===== src/rtl/noc.sv =====
// 4x4 packet switch: per-input FIFOs, per-output arbitration, registered outputs.
// Define NOC_ROUND_ROBIN_EN for round-robin arbitration; fixed priority (input 0 highest) otherwise.
module noc #(
  parameter int DATA_W = 16,
  parameter int DEPTH  = 32,
  parameter int ADDR_W = 5
) (
  input  logic              clk,
  input  logic              reset,
  input  logic              write0,
  input  logic              write1,
  input  logic              write2,
  input  logic              write3,
  input  logic [DATA_W-1:0] dataIn0,
  input  logic [DATA_W-1:0] dataIn1,
  input  logic [DATA_W-1:0] dataIn2,
  input  logic [DATA_W-1:0] dataIn3,
  output logic [DATA_W-1:0] dataOut0,
  output logic [DATA_W-1:0] dataOut1,
  output logic [DATA_W-1:0] dataOut2,
  output logic [DATA_W-1:0] dataOut3,
  output logic              full0,
  output logic              almost_full0,
  output logic              full1,
  output logic              almost_full1,
  output logic              full2,
  output logic              almost_full2,
  output logic              full3,
  output logic              almost_full3
);

  localparam logic [ADDR_W:0] FULL_CNT  = (ADDR_W+1)'(DEPTH);
  localparam logic [ADDR_W:0] AFULL_CNT = (ADDR_W+1)'(DEPTH - 1);

  logic [3:0]        wr;
  logic [DATA_W-1:0] din    [4];
  logic [DATA_W-1:0] mem_q  [4][DEPTH];
  logic [ADDR_W-1:0] wp_q   [4];
  logic [ADDR_W-1:0] rp_q   [4];
  logic [ADDR_W:0]   cnt_q  [4];
  logic [ADDR_W:0]   cnt_d  [4];
  logic [DATA_W-1:0] head   [4];
  logic [DATA_W-1:0] dout_q [4];
  logic [DATA_W-1:0] dout_d [4];
  logic [3:0]        req    [4];
  logic [3:0]        gnt    [4];
  logic [3:0]        full, afull, push, pop;
`ifdef NOC_ROUND_ROBIN_EN
  logic [1:0]        ptr_q  [4];
  logic [1:0]        ptr_d  [4];
`endif

  assign wr     = {write3, write2, write1, write0};
  assign din[0] = dataIn0;
  assign din[1] = dataIn1;
  assign din[2] = dataIn2;
  assign din[3] = dataIn3;

  always_comb begin
    full  = '0;
    afull = '0;
    push  = '0;
    for (int unsigned i = 0; i < 4; i++) begin
      full[i]  = (cnt_q[i] == FULL_CNT);
      afull[i] = (cnt_q[i] >= AFULL_CNT);
      push[i]  = wr[i] & ~full[i] & din[i][0];
      head[i]  = mem_q[i][rp_q[i]];
    end
    for (int unsigned o = 0; o < 4; o++) begin
      req[o] = '0;
      for (int unsigned i = 0; i < 4; i++)
        req[o][2'(i)] = (cnt_q[i] != '0) && (head[i][2:1] == 2'(o));
    end
  end

  // Each head requests exactly one output, so at most one grant can pop a given FIFO.
  always_comb begin
    logic [1:0] idx;
    idx = '0;
    pop = '0;
    for (int unsigned o = 0; o < 4; o++) begin
      gnt[o]    = '0;
      dout_d[o] = '0;
`ifdef NOC_ROUND_ROBIN_EN
      ptr_d[o]  = ptr_q[o];
      for (int unsigned k = 0; k < 4; k++) begin
        idx = ptr_q[o] + 2'(k);
        if (gnt[o] == '0 && req[o][idx]) begin
          gnt[o][idx] = 1'b1;
          dout_d[o]   = head[idx];
          ptr_d[o]    = idx + 2'd1;
        end
      end
`else
      for (int unsigned k = 0; k < 4; k++) begin
        idx = 2'(k);
        if (gnt[o] == '0 && req[o][idx]) begin
          gnt[o][idx] = 1'b1;
          dout_d[o]   = head[idx];
        end
      end
`endif
      pop = pop | gnt[o];
    end
    for (int unsigned i = 0; i < 4; i++) begin
      case ({push[i], pop[i]})
        2'b10:   cnt_d[i] = cnt_q[i] + (ADDR_W+1)'(1);
        2'b01:   cnt_d[i] = cnt_q[i] - (ADDR_W+1)'(1);
        default: cnt_d[i] = cnt_q[i];
      endcase
    end
  end

  always_ff @(posedge clk) begin
    if (reset) begin
      for (int unsigned i = 0; i < 4; i++) begin
        wp_q[i]   <= '0;
        rp_q[i]   <= '0;
        cnt_q[i]  <= '0;
        dout_q[i] <= '0;
`ifdef NOC_ROUND_ROBIN_EN
        ptr_q[i]  <= '0;
`endif
      end
    end else begin
      for (int unsigned i = 0; i < 4; i++) begin
        if (push[i]) wp_q[i] <= wp_q[i] + ADDR_W'(1);
        if (pop[i])  rp_q[i] <= rp_q[i] + ADDR_W'(1);
        cnt_q[i]  <= cnt_d[i];
        dout_q[i] <= dout_d[i];
`ifdef NOC_ROUND_ROBIN_EN
        ptr_q[i]  <= ptr_d[i];
`endif
      end
    end
  end

  always_ff @(posedge clk) begin
    for (int unsigned i = 0; i < 4; i++)
      if (push[i] && !reset) mem_q[i][wp_q[i]] <= din[i];
  end

  assign dataOut0     = dout_q[0];
  assign dataOut1     = dout_q[1];
  assign dataOut2     = dout_q[2];
  assign dataOut3     = dout_q[3];
  assign full0        = full[0];
  assign almost_full0 = afull[0];
  assign full1        = full[1];
  assign almost_full1 = afull[1];
  assign full2        = full[2];
  assign almost_full2 = afull[2];
  assign full3        = full[3];
  assign almost_full3 = afull[3];

endmodule


===== config.mk =====
export PLATFORM = sky130hd
export DESIGN_NAME = noc
export DESIGN_NICKNAME = d
export VERILOG_FILES = /design/src/rtl/noc.sv
export SDC_FILE = /design/constraint.sdc
export NUM_CORES = 2
export LEC_CHECK = 0
export CAP_MARGIN = 20
export CORE_UTILIZATION = 30
export CTS_CLUSTER_SIZE = 12
export DETAILED_ROUTE_END_ITERATION = 16
export GPL_TIMING_DRIVEN = 0
export PLACE_DENSITY_LB_ADDON = 0.05
export SYNTH_ARGS = -nofsm -noshare
export SYNTH_HDL_FRONTEND = slang
export SYNTH_SLANG_ARGS = --single-unit

===== constraint.sdc =====
create_clock -name clk -period 4.5 [get_ports clk]
set_input_delay 0.675 -clock clk [delete_from_list [all_inputs] [get_ports clk]]
set_output_delay 0.675 -clock clk [all_outputs]
set_load 0.05 [all_outputs]

==> key figures <==
Layout
  • Layout area overhead: 22.6%
  • Nets: 5,151
  • Post-layout util: 0.370
  • Layout cells sized above 1: 0.289
  • Finished Layout Cells: 9,007
  • Fin area: about 110,000 um^2

Clock tree
  • Clock Pin Slew Worst Setup and Hold Paths: around 0.06 ns
  • CTS max path bufs: 4
  • Clk sinks: around 2,200
  • CTS Buf Count: 264
  • Clock latency on the worst-skew pair: 0.89 ns
  • CTS tree: done
  • Root Driver: clkbuf_16
  • H-tree Lvls: 5

Worst setup path
  • Dominant cell type by count on the critical path: a21oi_2
  • WS Path Type: reg -> reg
  • R2R setup slack: -0.16 ns
  • Crit-path slowest cell: edfxtp_1
  • WP data arrival: 5.46 ns
  • Max FO, Critical Path: 4
  • Worst flop-to-flop path startpoint: rp_q[1][1]$_SDFFCE_PN0P_
  • Worst r2r dst: cnt_q[2][5]$_SDFFE_PP0P_
  • Largest delay contributor family on the critical path: compound AO/OA/AOI/OAI gates
  • Critical Path Max Stage Delay: 0.51 ns
  • Req. time, crit path: 5.30 ns
  • Crit path buf inv count: 4
  • CP Capture Type: register
  • R2R cell count: 19
  • CP startpoint kind: register
  • Crit-path cells: buf_4 -> buf_6 -> mux4_2 -> a311o_1 -> o2bb2ai_4 -> nor4b_4 -> buf_6 -> a211oi_4 -> a2111oi_4 -> inv_2 -> ha_4 -> ha_4 -> a21o_1 -> a21oi_2 -> o21bai_1 -> a21oi_2 -> xnor2_1 -> or3_1 -> a21oi_2

Yosys
  • Mapped Cells: 4,407
  • Synth Cell Area: between 80,000 and 90,000 um^2
  • Seq/Total Area, Yosys: 0.747
  • Yosys Warn Count: 0
  • Synth top cells by count: 2,088 x edfxtp_1, 446 x mux4_2, 255 x nor2_1
  • Syn Area/Cell: ~20 um^2
  • Share of Yosys cell area claimed by the top area cell type: 0.727
  • Most common cell in the synthesized netlist: edfxtp_1
  • Synth unique cells: 83
  • Ys flop type: edfxtp_1
  • Yosys top cell by area: edfxtp_1
  • Seq cells post-synth: 2,176
  • Asr flop ratio synth: 0
  • EDFF count, synth: 2,088
  • Ranking of synthesized cells by area: edfxtp_1 73%, mux4_2 12%, dfxtp_1 2.0%, mux2i_1 1.9%, mux2_2 1.2%

Route
  • Post-route ant nets: 0
  • Via count: between 40,000 and 50,000
  • Drt pass-1 iters: 6
  • DRC errors left: 0
  • Vias per std cell: 5.02
  • Drt first-iter violations: ~3,900
  • Per-cell routed wire length: 31.0 um
  • Final WL: 280 mm

Outcome
  • Outcome: finished, violations left
  • Violations in the final reports: negative setup slack

GRT
  • Antenna violations before repair: 16
  • Vias in the first global route: 46,400
  • Largest net degree at the start of global routing: 35
  • Global-route wire length before repair: 385 mm
  • Global route overflow: 0
  • Gr usage total: 0.190

Floorplanning
  • Core area: ~290,000 um^2
  • Initial Utilization: 0.302
  • Die W: ~540 um
  • Num ports: 142
  • Row cnt: 196
  • Die area: 290,000 um^2
  • Die Y: 538 um

Placed design
  • RePlAce Congestion: approximately 0.8
  • Buffers added on ports: 140
  • Dpl hpwl: 189 mm
  • Post-Place Cells: 8,445
  • Placed Area: 95,300 um^2

STA
  • Tmin final: approximately 4.7 ns
  • Worst Clk Skew: 0.0535 ns
  • Final hold violation count: 0
  • RSZ-0062 raised after global routing: yes
  • Final Max Slew Viols: 0
  • Final period util: 1.03
  • Count of final setup violators: 2
  • Max Freq: 0.215 GHz
  • Final setup margin: -0.156 ns
  • Slew margin rel.: 0.238
  • Measured slew at the worst slew-check pin: 1.14 ns

Power
  • Final Power: 66.3 mW
  • Worst IR Drop VDD: roughly 0.26 mV
  • Leakage Power: 32.8 nW
  • PwrDens: 627 nW/um^2

Run
  • # Max-Cap Violations: 0

Hold path
  • HP Class: in -> reg
  • Hold path depth: 1
  • Min-Delay Endpoint: mem_q[2][293]$_DFFE_PP_
  • Hold Startpoint: dataIn2[5]
[repair_timing]
| action | CTS | global route |
|---|---|---|
| gates resized for setup | 183 | 70 |
| buffers inserted | 47 | 17 |
| setup endpoints to repair | 81 | 22 |
| cloned | 1 | 1 |
| pin swaps | 33 | 27 |
| hold buffers | 0 | 0 |
[registers in the layout (all words and copies together), names as in the netlist]
signal	count
cnt_q	24
wp_q	20
rp_q	20
dout_q	64
mem_q	2048
[cells in the final DEF (no fill, tap or decap), types with 74 or more instances in the layout]
cell / netlist / final
buf_2: 77 / 74
buf_4: 15 / 91
clkdlybuf4s50_1: 0 / 120
nor2_1: 255 / 126
mux2_2: 89 / 87
dfxtp_1: 88 / 88
clkbuf_16: 0 / 281
mux2i_1: 162 / 143
edfxtp_1: 2088 / 2088
buf_8: 0 / 84
nor2_2: 2 / 81
clkbuf_1: 127 / 161
mux4_2: 446 / 446
nand2_1: 143 / 143
[power breakdown]
| group | switching (mW) | leakage, nW | internal, mW |
|---|---|---|---|
| clock | 8.47 | 4.01 | 12.1 |
| combinational | 14.0 | 9.27 | 8.72 |
| sequential | 0.433 | 19.6 | 22.7 |
| total | 22.8 | 32.8 | 43.5 |
[worst max path at each step]
stage,start,endpoint,depth (start not counted)
after global routing,rp_q[1][1]$_SDFFCE_PN0P_,cnt_q[2][5]$_SDFFE_PP0P_,19
after floorplan,rp_q[1][0]$_SDFFCE_PN0P_,cnt_q[2][5]$_SDFFE_PP0P_,21
final,rp_q[1][1]$_SDFFCE_PN0P_,cnt_q[2][5]$_SDFFE_PP0P_,19
after global placement,rp_q[1][4]$_SDFFCE_PN0P_,cnt_q[2][5]$_SDFFE_PP0P_,19
after detailed placement,rp_q[1][4]$_SDFFCE_PN0P_,cnt_q[2][5]$_SDFFE_PP0P_,19
after CTS,rp_q[1][0]$_SDFFCE_PN0P_,cnt_q[2][5]$_SDFFE_PP0P_,22
[logic make-up after synthesis]
| group | Yosys count | synth area share |
|---|---|---|
| flops | 2176 | 0.747 |
| xor+xnor | 46 | 0.00467 |
| other cells | 1 | 0.0000435 |
| fa+ha+maj | 44 | 0.00673 |
| mux | 697 | 0.147 |
| simple gates | 643 | 0.0363 |
| compound gates | 512 | 0.0437 |
| buf+inv | 288 | 0.0144 |
[cell type report]
| class | count | area, um^2 |
|---|---|---|
| Timing Repair Buffer | 365 | 4900 |
| Multi-Input combinational cell | 1946 | 22000 |
| Antenna cell | 10 | 25.0 |
| Clock inverter | 118 | 1030 |
| Clock buffer | 346 | 7190 |
| Fill cell | 26400 | 180000 |
| Inverter | 41 | 156 |
| Buffer | 243 | 1320 |
| Sequential cell | 2176 | 64500 |
| Tap cell | 3762 | 4710 |
[metrics by stage]
stage | setup TNS [ns] | hold WS (ns) | setup WS, ns
after detailed placement | -64.92 | 0.511 | -1.66
after global placement | -2134.99 | 0.493 | -1.72
after floorplan | 0 | 0.472 | 0.0737
after global routing | -0.596 | 0.449 | -0.302
after CTS | -0.0969 | 0.394 | -0.0920
final | -0.226 | 0.428 | -0.156
[worst reg2reg max path: stages (launching register included)]
cell and delay (ns):
edfxtp_1 0.51, buf_4 0.17, buf_6 0.09, mux4_2 0.50, a311o_1 0.33, o2bb2ai_4 0.33
nor4b_4 0.29, buf_6 0.18, a211oi_4 0.06, a2111oi_4 0.36, inv_2 0.14, ha_4 0.21
ha_4 0.20, a21o_1 0.16, a21oi_2 0.15, o21bai_1 0.10, a21oi_2 0.18, xnor2_1 0.12
or3_1 0.39, a21oi_2 0.11
[per-layer routing]
metal | track usage | routed length, um
met5 | 0 | 57
met4 | 0.0568 | 8230
met3 | 0.0259 | 11700
met2 | 0.316 | 136000
met1 | 0.259 | 124000
No activity file was read; power rests on OpenSTA's default activity.
